===== src/rtl/sram_port_ctrl_pkg.sv =====
// Shared types and constants for the SRAM port controller slice.
package sram_port_ctrl_pkg;

  typedef enum logic {StInit, StRun} state_e;

  localparam int unsigned RSP_DEPTH = 2;
  // Wide enough to hold 0..RSP_DEPTH
  localparam int unsigned CNT_W     = $clog2(RSP_DEPTH + 1);

endpackage


===== src/rtl/sram_port_ctrl_if.sv =====
// Request/response stream plus both SRAM port bundles for sram_port_ctrl.
interface sram_port_ctrl_if #(
  parameter int unsigned abits = 10,
  parameter int unsigned dbits = 16
);
  logic             req_valid;
  logic             req_ready;
  logic             req_we;
  logic [abits-1:0] req_addr;
  logic [dbits-1:0] req_wdata;
  logic             rsp_valid;
  logic             rsp_ready;
  logic [dbits-1:0] rsp_rdata;
  logic             init_done;
  logic [abits-1:0] sram_a0;
  logic [dbits-1:0] sram_d0;
  logic             sram_wen0;
  logic [dbits-1:0] sram_q0;
  logic [abits-1:0] sram_a1;
  logic [dbits-1:0] sram_d1;
  logic             sram_wen1;
  logic [dbits-1:0] sram_q1;

  // Master is the environment: requester, response consumer and the SRAM macro itself
  modport master (
    output req_valid, req_we, req_addr, req_wdata, rsp_ready, sram_q0, sram_q1,
    input  req_ready, rsp_valid, rsp_rdata, init_done,
    input  sram_a0, sram_d0, sram_wen0, sram_a1, sram_d1, sram_wen1
  );

  modport slave (
    input  req_valid, req_we, req_addr, req_wdata, rsp_ready, sram_q0, sram_q1,
    output req_ready, rsp_valid, rsp_rdata, init_done,
    output sram_a0, sram_d0, sram_wen0, sram_a1, sram_d1, sram_wen1
  );
endinterface


===== src/rtl/sram_port_rsp_fifo.sv =====
// In-order response buffer, RSP_DEPTH entries; simultaneous push and pop legal at any occupancy.
module sram_port_rsp_fifo
  import sram_port_ctrl_pkg::*;
#(
  parameter int unsigned dbits = 16
) (
  input  logic             clk,
  input  logic             rst,
  input  logic             push,
  input  logic [dbits-1:0] wdata,
  input  logic             pop,
  output logic [dbits-1:0] rdata,
  output logic             full,
  output logic             empty
);
  localparam int unsigned PW = $clog2(RSP_DEPTH);

  logic [dbits-1:0] mem_q [RSP_DEPTH];
  logic [PW-1:0]    wr_ptr_q, rd_ptr_q;
  logic [CNT_W-1:0] cnt_q;
  logic             push_ok, pop_ok;

  assign full    = (cnt_q == CNT_W'(RSP_DEPTH));
  assign empty   = (cnt_q == '0);
  assign pop_ok  = pop && !empty;
  assign push_ok = push && (!full || pop_ok);
  assign rdata   = mem_q[rd_ptr_q];

  always_ff @(posedge clk or posedge rst) begin
    if (rst) begin
      for (int i = 0; i < RSP_DEPTH; i++) mem_q[i] <= '0;
      wr_ptr_q <= '0;
      rd_ptr_q <= '0;
      cnt_q    <= '0;
    end else begin
      if (push_ok) begin
        mem_q[wr_ptr_q] <= wdata;
        wr_ptr_q        <= wr_ptr_q + 1'b1;
      end
      if (pop_ok) rd_ptr_q <= rd_ptr_q + 1'b1;
      if (push_ok && !pop_ok) cnt_q <= cnt_q + 1'b1;
      else if (pop_ok && !push_ok) cnt_q <= cnt_q - 1'b1;
    end
  end

endmodule


===== src/rtl/sram_port_ctrl.sv =====
// Drives SRAM port 0 from a valid/ready request stream; reads return via a credit-guarded FIFO.
// Define SRAM_PORT_CTRL_INIT_EN to sweep INIT_VAL through port 1 after reset.
module sram_port_ctrl
  import sram_port_ctrl_pkg::*;
#(
  parameter int unsigned      abits    = 10,
  parameter int unsigned      dbits    = 16,
  parameter logic [dbits-1:0] INIT_VAL = '0
) (
  input logic             clk,
  input logic             rst,
  sram_port_ctrl_if.slave bus
);
  logic             run;
  logic             accept, rd_acc, wr_acc, pop;
  logic             rd_inflight_q;
  logic             fifo_full, fifo_empty;
  logic [CNT_W-1:0] fifo_cnt, occ;
  logic             rd_credit;
  logic [abits-1:0] a0;
  logic [dbits-1:0] d0;
  logic             unused_q1;

  assign unused_q1 = ^bus.sram_q1;
  assign pop       = !fifo_empty && bus.rsp_ready;

  // Outstanding reads count against the FIFO; a same-cycle pop frees a slot for a new read
  always_comb begin
    fifo_cnt  = fifo_full ? CNT_W'(RSP_DEPTH) : (fifo_empty ? '0 : CNT_W'(1));
    occ       = fifo_cnt + CNT_W'(rd_inflight_q);
    rd_credit = (occ < CNT_W'(RSP_DEPTH)) || pop;
  end

  assign bus.req_ready = run && !rst && (bus.req_we || rd_credit);
  assign accept        = bus.req_valid && bus.req_ready;
  assign rd_acc        = accept && !bus.req_we;
  assign wr_acc        = accept && bus.req_we;

  always_comb begin
    a0 = accept ? bus.req_addr : '0;
    d0 = wr_acc ? bus.req_wdata : '0;
  end

  assign bus.sram_a0   = a0;
  assign bus.sram_d0   = d0;
  assign bus.sram_wen0 = wr_acc;

  always_ff @(posedge clk or posedge rst) begin
    if (rst) rd_inflight_q <= 1'b0;
    else     rd_inflight_q <= rd_acc;
  end

  sram_port_rsp_fifo #(
    .dbits(dbits)
  ) u_rsp_fifo (
    .clk  (clk),
    .rst  (rst),
    .push (rd_inflight_q),
    .wdata(bus.sram_q0),
    .pop  (pop),
    .rdata(bus.rsp_rdata),
    .full (fifo_full),
    .empty(fifo_empty)
  );

  assign bus.rsp_valid = !fifo_empty;

`ifdef SRAM_PORT_CTRL_INIT_EN
  state_e           state_q;
  logic [abits-1:0] ctr_q;

  always_ff @(posedge clk or posedge rst) begin
    if (rst) begin
      state_q <= StInit;
      ctr_q   <= '0;
    end else if (state_q == StInit) begin
      ctr_q <= ctr_q + 1'b1;
      if (ctr_q == '1) state_q <= StRun;
    end
  end

  assign run           = (state_q == StRun);
  assign bus.sram_wen1 = (state_q == StInit);
  assign bus.sram_a1   = run ? '0 : ctr_q;
  assign bus.sram_d1   = run ? '0 : INIT_VAL;
`else
  logic [dbits-1:0] unused_init_val;

  assign unused_init_val = INIT_VAL;
  assign run             = 1'b1;
  assign bus.sram_wen1   = 1'b0;
  assign bus.sram_a1     = '0;
  assign bus.sram_d1     = '0;
`endif

  assign bus.init_done = run;

endmodule


===== src/flat_wrapper.sv =====
// flat-port wrapper written by rule: the top's interface ports become plain ports
module sram_port_ctrl_flat import sram_port_ctrl_pkg::*;
#(
  parameter int unsigned      abits    = 10,
  parameter int unsigned      dbits    = 16,
  parameter logic [dbits-1:0] INIT_VAL = '0
)
  (clk, rst, bus_req_valid, bus_req_we, bus_req_addr, bus_req_wdata, bus_rsp_ready, bus_sram_q0, bus_sram_q1, bus_req_ready, bus_rsp_valid, bus_rsp_rdata, bus_init_done, bus_sram_a0, bus_sram_d0, bus_sram_wen0, bus_sram_a1, bus_sram_d1, bus_sram_wen1);
  sram_port_ctrl_if #(.abits(abits), .dbits(dbits)) bus_i ();
  input logic clk;
  input logic rst;
  input wire logic [$bits(bus_i.req_valid)-1:0] bus_req_valid;
  input wire logic [$bits(bus_i.req_we)-1:0] bus_req_we;
  input wire logic [$bits(bus_i.req_addr)-1:0] bus_req_addr;
  input wire logic [$bits(bus_i.req_wdata)-1:0] bus_req_wdata;
  input wire logic [$bits(bus_i.rsp_ready)-1:0] bus_rsp_ready;
  input wire logic [$bits(bus_i.sram_q0)-1:0] bus_sram_q0;
  input wire logic [$bits(bus_i.sram_q1)-1:0] bus_sram_q1;
  output wire logic [$bits(bus_i.req_ready)-1:0] bus_req_ready;
  output wire logic [$bits(bus_i.rsp_valid)-1:0] bus_rsp_valid;
  output wire logic [$bits(bus_i.rsp_rdata)-1:0] bus_rsp_rdata;
  output wire logic [$bits(bus_i.init_done)-1:0] bus_init_done;
  output wire logic [$bits(bus_i.sram_a0)-1:0] bus_sram_a0;
  output wire logic [$bits(bus_i.sram_d0)-1:0] bus_sram_d0;
  output wire logic [$bits(bus_i.sram_wen0)-1:0] bus_sram_wen0;
  output wire logic [$bits(bus_i.sram_a1)-1:0] bus_sram_a1;
  output wire logic [$bits(bus_i.sram_d1)-1:0] bus_sram_d1;
  output wire logic [$bits(bus_i.sram_wen1)-1:0] bus_sram_wen1;
  assign bus_i.req_valid = bus_req_valid;
  assign bus_i.req_we = bus_req_we;
  assign bus_i.req_addr = bus_req_addr;
  assign bus_i.req_wdata = bus_req_wdata;
  assign bus_i.rsp_ready = bus_rsp_ready;
  assign bus_i.sram_q0 = bus_sram_q0;
  assign bus_i.sram_q1 = bus_sram_q1;
  assign bus_req_ready = bus_i.req_ready;
  assign bus_rsp_valid = bus_i.rsp_valid;
  assign bus_rsp_rdata = bus_i.rsp_rdata;
  assign bus_init_done = bus_i.init_done;
  assign bus_sram_a0 = bus_i.sram_a0;
  assign bus_sram_d0 = bus_i.sram_d0;
  assign bus_sram_wen0 = bus_i.sram_wen0;
  assign bus_sram_a1 = bus_i.sram_a1;
  assign bus_sram_d1 = bus_i.sram_d1;
  assign bus_sram_wen1 = bus_i.sram_wen1;
  sram_port_ctrl #(.abits(abits), .dbits(dbits), .INIT_VAL(INIT_VAL)) u_core (.clk(clk), .rst(rst), .bus(bus_i));
endmodule

===== config.mk =====
export PLATFORM = sky130hd
export DESIGN_NAME = sram_port_ctrl_flat
export DESIGN_NICKNAME = d
export VERILOG_FILES = /design/src/rtl/sram_port_ctrl_pkg.sv /design/src/rtl/sram_port_ctrl_if.sv /design/src/rtl/sram_port_rsp_fifo.sv /design/src/rtl/sram_port_ctrl.sv /design/src/flat_wrapper.sv
export SDC_FILE = /design/constraint.sdc
export NUM_CORES = 1
export LEC_CHECK = 0
export ABC_AREA = 1
export BUFFER_PORTS_ARGS = -buffer_cell sky130_fd_sc_hd__clkbuf_2
export CORE_MARGIN = 3
export CORE_UTILIZATION = 40
export DETAILED_ROUTE_END_ITERATION = 16
export GPL_ROUTABILITY_DRIVEN = 0
export PLACE_DENSITY = 0.84
export SYNTH_ARGS = -nofsm -noshare
export SYNTH_HDL_FRONTEND = slang
export SYNTH_SLANG_ARGS = --single-unit
export TNS_END_PERCENT = 50

===== constraint.sdc =====
create_clock -name clk -period 4.36 [get_ports clk]
set_clock_uncertainty 0.1 [all_clocks]
set_input_delay 0.654 -clock clk [delete_from_list [all_inputs] [get_ports clk]]
set_output_delay 0.654 -clock clk [all_outputs]
set_load 0.1 [all_outputs]

==> results of run 1 <==
[cells by family (layout without fill, tap and decap cells)]
logic type               count (synthesis)  in the layout  share of synthesized area [%]
flip-flops                              37             37                           40.4
buffers and inverters                   81            137                           20.4
XOR/XNOR                                 2              2                          0.764
AND/OR/NAND/NOR                        191            191                           37.6
adder cells (fa/ha/maj)                  1              1                          0.546
other                                    2             28                          0.328
[final timing paths]
check / endpoint / slack (ns) / cells past startpoint
max: bus_rsp_rdata[11] / 1.29 / 4
min: u_core.u_rsp_fifo.mem_q[0]$_DFFE_PP0P_ / 0.37 / 2
max reg2reg: u_core.u_rsp_fifo.cnt_q[1]$_DFFE_PP0P_ / 2.39 / 8
min reg2reg: u_core.u_rsp_fifo.mem_q[0]$_DFFE_PP0P_ / 0.37 / 2
max in group asynchronous: u_core.u_rsp_fifo.mem_q[20]$_DFFE_PP0P_ / 3.38 / 3
min in group asynchronous: u_core.u_rsp_fifo.mem_q[26]$_DFFE_PP0P_ / 0.46 / 3
[layout make-up]
class / count / area (sq um)
multi-input cells: 222 / 996
fillers: 538 / 2590
repair buffers: 93 / 470
inverters: 36 / 135
clock buffers: 5 / 68.8
clock inverters: 3 / 65.1
well taps: 70 / 87.6
flip-flops and latches: 37 / 926
[flip-flops by register name, indices dropped and copies added, names as in the netlist]
signal / cells
u_core.u_rsp_fifo.mem_q: 32
u_core.u_rsp_fifo.wr_ptr_q: 1
u_core.u_rsp_fifo.rd_ptr_q: 1
u_core.u_rsp_fifo.cnt_q: 2
u_core.rd_inflight_q: 1
[placed cells by master, fill, tap and decap left out]
| cell type | n |
|---|---|
| buf_4 | 2 |
| bufinv_16 | 2 |
| clkbuf_2 | 91 |
| clkbuf_8 | 5 |
| clkinv_1 | 1 |
| clkinv_2 | 1 |
| conb_1 | 28 |
| dfrtp_1 | 37 |
| ha_1 | 1 |
| inv_1 | 33 |
| inv_2 | 2 |
| nand2_1 | 122 |
| nand3_1 | 2 |
| nand3_2 | 2 |
| nand3_4 | 2 |
| nand3b_4 | 1 |
| nand4_1 | 33 |
| nor2_1 | 28 |
| or2_2 | 1 |
| xnor2_1 | 1 |
| xor2_1 | 1 |
[power breakdown]
part / internal [uW] / switching (uW)
clock network: 227 / 124
logic: 230 / 1310
registers: 504 / 145
total: 961 / 1580
[per-layer routing]
layer,vias up,GRT usage (%)
li1,1073,-
met1,959,19.3
met2,101,32.2
met3,7,3.84
met4,0,6.31
met5,-,0
[worst reg2reg max path, stage by stage, from the launching register on]
cell and delay, ns:
dfrtp_1 0.41, inv_2 0.11, nand3b_4 0.35, nand2_1 0.23, inv_1 0.06, ha_1 0.18
or2_2 0.30, nand4_1 0.08, nand2_1 0.05
[through the flow]
stage          utilization, %  worst slack [ns]  hold WS, ns  cell area (sq um)
4_1_cts                  51.5              1.28        0.377               2750
5_1_grt                  51.5              1.07        0.399               2750
2_1_floorplan               -             0.327        0.342               2390
6_report                 51.5              1.29        0.374               2750
3_3_place_gp             49.0              1.59        0.353               2620
3_5_place_dp             49.0              1.60        0.359               2620
==> flow_results.org, run 1 <==
** Run status
- Run status :: finished, final reports clean

** Setup path
- Counting both buffers and inverters, the worst setup path holds a total of 2.
- The critical path is of the reg -> out type.
- Most common cell on crit path :: nand2_1
- STA classifies the critical path startpoint as a flop.
- The kind of cell with the highest combined delay along the critical path is buffers and inverters.
- Type of element capturing the critical path :: output pin
- Largest stage delay, worst path :: 0.74 ns
- The critical path starts at u_core.u_rsp_fifo.rd_ptr_q$_DFFE_PP0P_.
- Start of the worst register-to-register path :: u_core.u_rsp_fifo.cnt_q[0]$_DFFE_PP0P_
- Traced cell by cell, the critical path runs through clkinv_1 -> nand2_1 -> nand2_1 -> clkbuf_2.
- Required arrival time at the worst endpoint :: 3.61 ns
- At the worst endpoint, the arrival time is 2.32 ns.
- Maximum fanout count along the critical path :: 17
- The slowest stage of the critical path is the dfrtp_1 cell.

** Detailed routing
- The highest metal layer carrying signal wires in the routed design is met4.
- Summing over every cut layer, the via total after detailed routing is 2,140.
- Detailed Route Iter0 Violations :: 141
- Routed met1 length :: 2140 um
- After detailed routing, the met3 layer carries 490 um of wire.
- Drc violations :: 0
- Length of the first detailed-routing pass in iterations :: 4
- Total wire length :: 5590 um
- In the final routed layout, each cell accounts on average for 12.0 um.
- The count of nets left with antenna violations once routing finished came out at 0.
- Via density per instance :: 4.59
- Metal2 WL :: 2860 um

** Layout
- Antenna diode instance count :: 0
- Synth-to-Final Area Change :: 19.9%
- Excluding fillers, the count of instances in the completed layout stands at 466.
- Nets :: 459
- Of the cells placed in the final design, the portion with a size suffix greater than 1 is 27.5%.

** Timing
- Upper clock frequency limit :: 325 MHz
- The smallest clock period supported by the final layout is computed as 3.07 ns.
- In this run the tightest slew margin relative to its limit is 50.9%.
- Final setup violation count :: 0
- Actual transition at the worst max-transition pin :: 0.737 ns
- Period Utilization, post-route :: 70.5%
- Setup repair after global routing missed its margin :: false
- The final count of hold timing violations was 0.
- The final number of max-transition violations is 0.
- After routing, the total negative slack on setup checks comes to 0 ns.

** Yosys
- The synthesized design contains 0 enable-type register cells.
- Average footprint of a synthesized cell :: 7.30 sq um
- Cells taking the most area after synthesis :: dfrtp_1 40%, nand2_1 20%, buf_4 11%
- Async set-reset flop share out of synthesis :: 100%
- Syn Std Cell Area :: 2290 sq um
- Most frequently used flop master after synthesis :: dfrtp_1
- Synthesis instantiated 19 different standard cells from the library.
- Number of instances in the synthesized netlist :: 314
- Summed over all instances, the cell type with the most area after synthesis is dfrtp_1.
- Most common cell in the netlist :: nand2_1
- Yosys warning count :: 0
- Sequential fraction of the synthesis area :: 40.4%
- Ranked by instance count, the synthesized netlist is headed by 122 x nand2_1, 37 x dfrtp_1, 33 x buf_4, 33 x inv_1, 33 x nand4_1.
- Proportion of netlist area held by the largest area contributor :: 40.4%
- Synthesis inferred 37 register bits.

** Clock tree
- TritonCTS clock tree :: yes
- The clock passes through at most 2 buffers.
- The number of hold buffers added after CTS was 0.
- CTS Buf Count :: 5
- Post-CTS repair changed the size of 0 cells.
- In this run the post-CTS setup repair buffer count came out at 0.
- Clock-pin slew on the worst setup and hold paths :: 0.07 ns
- Clock sinks :: 37
- Clock root buffer master :: clkbuf_8
- The H-tree was split into 2 levels.
- Worst-skew pair later-pin latency :: 0.29 ns

** GRT
- Vias in the first global route :: 2,002
- Antenna violations before repair :: 0
- Summed over all layers, the global routing overflow is 0.
- Pin count of the biggest net entering global routing :: 38
- The first global-routing pass estimated 8960 um of wire.
- Overall fraction of global-route tracks in use :: 17.4%

** Power
- Worst-case vdd ir drop :: 0.590 mV
- Dividing total power by cell area gives a power density of 925 nW/um^2.
- Leakage component of the power :: 0.00175 uW
- Power comes to 2540 uW.

** Worst hold path
- Hold path startpoint :: u_core.u_rsp_fifo.mem_q[0]$_DFFE_PP0P_
- Worst min-delay path class :: reg -> reg

** Job
- Max-cap violations in this run came to 0.

** Die
- The floorplan has 26 rows.
- The die covers 6670 sq um.
- From bottom edge to top edge, the die measures 81.7 um.
- Core Footprint :: 5340 sq um
- Number of top-level pins :: 136
- Die Wd :: 81.7 um
- Initial Util :: 43.0%

** Place
- Port Buf Inserts :: 91
- The wire-length estimate of the detail-placed layout is 4090 um.
- DP Cell Count :: 458
(Power assumes the default switching activity.)
==> inputs of run 2 (changes only) <==
--- a/config.mk
+++ b/config.mk
@@ -11,7 +11,7 @@
 export CORE_UTILIZATION = 40
 export DETAILED_ROUTE_END_ITERATION = 16
 export GPL_ROUTABILITY_DRIVEN = 0
-export PLACE_DENSITY = 0.84
+export PLACE_DENSITY = 0.87
 export SYNTH_ARGS = -nofsm -noshare
 export SYNTH_HDL_FRONTEND = slang
 export SYNTH_SLANG_ARGS = --single-unit
==> constraint.sdc (replaced) <==
create_clock -name clk -period 2.5 [get_ports clk]
set_clock_uncertainty 0.1 [all_clocks]
set_input_delay 0.375 -clock clk [delete_from_list [all_inputs] [get_ports clk]]
set_output_delay 0.375 -clock clk [all_outputs]
set_load 0.1 [all_outputs]
==> run 2 against run 1 <==
Utilization rose by 12 points. Die area did not move. Wire length rose by 11%. Worst setup slack got worse by 1.0 ns. First-iteration DRC count rose by 20%. Global-route usage rose by 2.9 points. Total power rose by 87%. Combinational power rose by 110%. Largest cell class unchanged.
==> flow_results.org, run 2 (synthesized netlist as in run 1, its figures left out) <==
** Run status
- Run status :: finished, final reports clean

** Layout
- The final core utilization is 63.6% (+12 points).
- Post-Layout Cell Count :: 469 (+0.64%)
- Area occupied by multi-input gates :: 1110 sq um (+12%)
- Nets :: 463 (+0.87%)
- Largest register FFs :: 32 (unchanged)
- From synthesis to final layout, the design area changed by 48.1%.
- Fraction of final layout cells with drive strength greater than 1 :: 34.8% (+7.3 points)
- In the final layout, the registers with the most flip-flops are u_core.u_rsp_fifo.mem_q: 32 flops, u_core.u_rsp_fifo.cnt_q: 2 flops.
- Leaving out fill and tap cells, the most frequent cell in the layout is nand2_1.
- u_core.u_rsp_fifo.mem_q holds more flip-flops than any other register.
- The total of fill cells in the finished design came to 441 (-18%).
- The flip-flop and latch area came to 926 sq um (unchanged).
- In the layout the commonest cells are 121 x nand2_1, 54 x clkbuf_2, 37 x dfrtp_1, 36 x buf_12, 33 x nand4_1.
- The antenna diode instance count is 0 (unchanged).

** Clock tree
- TritonCTS clock tree :: yes
- CTS max path bufs :: 2 (unchanged)
- Hold buffer count at cts :: 0 (unchanged)
- The quantity of gates resized following cts was 0 (unchanged).
- Number of H-tree levels :: 2 (unchanged)
- The clock-pin slew reported for the worst setup and hold paths after clock tree synthesis is 0.07 ns (about the same).
- The number of buffers added for setup after CTS came to 0 (unchanged).
- The insertion delay to the later sink of the worst-skew pair is 0.28 ns (about the same).
- CTS placed an instance of clkbuf_8 at the clock tree root.
- The number of buffers added by the clock tree synthesis step was 5 (unchanged).
- Clock sinks :: 37 (unchanged)

** Timing
- Relative slew margins :: 61.9% (+11 points)
- Setup repair after global routing left no endpoint under its margin.
- The final number of max-transition violations came to 0 (unchanged).
- The transition time at the pin with the least slew margin was 0.568 ns (-0.169 ns).
- Final setup violation count :: 0 (unchanged)
- The setup slack after layout is 0.284 ns (-1.00 ns).
- Final Hold Vio Count :: 0 (unchanged)
- Period Utilization, post-route :: 88.6%
- Final worst path period need :: 2.22 ns
- Upper clock frequency limit :: 451 MHz

** Die
- Rows :: 26 (unchanged)
- Vertical die dimension :: 81.7 um (unchanged)
- Core Footprint :: 5340 sq um (unchanged)
- The effective utilization at floorplan came to 43.0% (unchanged).
- The die footprint is 6670 sq um (unchanged).
- Number of top-level pins :: 136 (unchanged)
- Die Wd :: 81.7 um (unchanged)

** Detailed routing
- Routed wirelength normalized by instance count :: 13.3 um (+11%)
- Length of the first detailed-routing pass in iterations :: 4 (unchanged)
- The number of nets with antenna violations after routing was 0 (unchanged).
- Total wire length :: 6230 um (+11%)
- The number of DRC markers after the initial detailed-route iteration came to 169 (+20%).
- Drc violations :: 0 (unchanged)
- The post-detailed-route via-to-cell ratio came to 4.81 (+4.7%).
- Via count :: 2,254 (+5.3%)

** Place
- The worst-case setup slack after placement came to 0.537 ns (-1.06 ns).
- The half-perimeter wire length after detailed placement is 4720 um (+15%).
- DP Cell Count :: 462 (+0.87%)
- The quantity of I/O buffers inserted on ports is 91 (unchanged).

** Power
- The peak ir drop on the vdd network was 0.996 mV (+69%).
- The total power per unit cell area is 1400 nW/um^2 (+52%).
- Net switching power of the design :: 2850 uW (+80%)
- Sw frac :: 59.8% (-2.4 points)
- Share of power burned in combinational logic :: 69.3% (+8.6 points)
- The internal power summed over all cells was 1910 uW (+99%).
- Leakage component of the power :: 0.00188 uW (+7.6%)
- The part of the total power dissipated in sequential elements came to 21.9% (-3.6 points).
- The power share of the clock group is 8.8% (-5.0 points).

** GRT
- The number of global-route vias before repair is 2,263 (+13%).
- The total overflow reported by the global router came to 0 (unchanged).
- The number of antenna violations at the first check in global routing came to 0 (unchanged).
- Overall fraction of global-route tracks in use :: 20.2% (+2.9 points)
- The wire length of the first global-routing pass is 10,300 um (+15%).
- Pin count of the biggest net entering global routing :: 38 (unchanged)

** Job
- Max-cap violation count :: 0 (unchanged)

** Setup path
- In this design, the critical path's most frequently occurring cell is nand2_1.
- Cell family contributing the most delay on the critical path :: buffers and inverters
- Buffer and inverter count on the worst path :: 2 (unchanged)
- STA classifies the critical path endpoint as an output pin.
- Start of the worst register-to-register path :: u_core.rd_inflight_q$_DFF_PP0_
- Cells traversed along the worst timing path :: clkinv_1 -> nand2_1 -> nand2_1 -> clkbuf_2
- R2R Path End :: u_core.u_rsp_fifo.cnt_q[1]$_DFFE_PP0P_
- Critical Path Sink :: bus_rsp_rdata[7]
- The largest driver fanout on the critical path came to 17 (unchanged).
- Register-to-Register Setup Slack :: 0.84 ns (-1.55 ns)
- Type of the worst setup path :: reg -> out
- Crit path arrival time :: 1.74 ns (-0.58 ns)
- Timing startpoint of the critical path :: u_core.u_rsp_fifo.rd_ptr_q$_DFFE_PP0P_
- The slowest stage of the critical path is the clkinv_1 cell.
- Largest stage delay, worst path :: 0.46 ns (-0.28 ns)
- The count of cell instances traversed by the critical path was 4 (unchanged).
- Critical path launch point type :: flop
- Required arrival time at the worst endpoint :: 2.03 ns (-1.58 ns)
- The count of cells along the worst register-to-register path was 7 (-1).

** Worst hold path
- Worst min-delay path class :: in -> async
-- run 2: changes by cell type in the layout (fill, tap and decap cells not counted), sizes merged --
cell      delta
inv          -1
bufinv       -2
clkinvlp     +1
clkbuf      -35
clkinv       -1
buf         +41
-- run 2: power by group through the flow --
stage | logic (uW) | registers [uW] | clock network, uW
after floorplan | 2520 | 1010 | 0
after global placement | 3270 | 1030 | 0
after detailed placement | 3320 | 1050 | 0
after CTS | 3330 | 1050 | 428
after global routing | 3490 | 1080 | 449
final | 3300 | 1050 | 419
-- run 2: how the worst min path moves through the flow --
stage,start,to,slack (ns),cells past startpoint
after floorplan,rst,u_core.rd_inflight_q$_DFF_PP0_,0.25,1
after global placement,u_core.u_rsp_fifo.mem_q[28]$_DFFE_PP0P_,u_core.u_rsp_fifo.mem_q[28]$_DFFE_PP0P_,0.35,2
after detailed placement,u_core.u_rsp_fifo.mem_q[14]$_DFFE_PP0P_,u_core.u_rsp_fifo.mem_q[14]$_DFFE_PP0P_,0.36,2
after CTS,bus_req_we,u_core.rd_inflight_q$_DFF_PP0_,0.18,2
after global routing,bus_req_we,u_core.rd_inflight_q$_DFF_PP0_,0.18,2
final,rst,u_core.u_rsp_fifo.mem_q[25]$_DFFE_PP0P_,0.17,3
-- run 2: final cells by class --
cell class | count | share of cell area [%]
well taps | 70 | 2.58
inverters | 36 | 4.09
clock buffers | 7 | 2.54
multi-input cells | 222 | 32.8
repair buffers | 97 | 30.7
flip-flops and latches | 37 | 27.3
-- run 2: worst register-to-register path: cells and delay by family, from the launching register on --
kind / cells / cell delay, ns
buffers and inverters: 2 / 0.31
adders and majority gates: 1 / 0.19
and+or+nand+nor: 4 / 0.58
DFF: 1 / 0.38
-- run 2: metal layers --
metal / wire length, um / vias up / GRT usage (%)
met5: 0 / - / 0
met2: 3260 / 117 / 35.7
met1: 2220 / 1043 / 22.6
met3: 668 / 10 / 7.68
li1: - / 1084 / -
met4: 84 / 0 / 5.98
-- run 2: stage by stage --
stage	area [sq um]	setup TNS (ns)	hold slack, ns	power, uW
after CTS	3400	0	0.177	4800
after global placement	3310	0	0.354	4300
after global routing	3400	0	0.183	5020
final	3400	0	0.166	4770
after floorplan	2510	-1.65	0.251	3530
after detailed placement	3310	0	0.358	4380
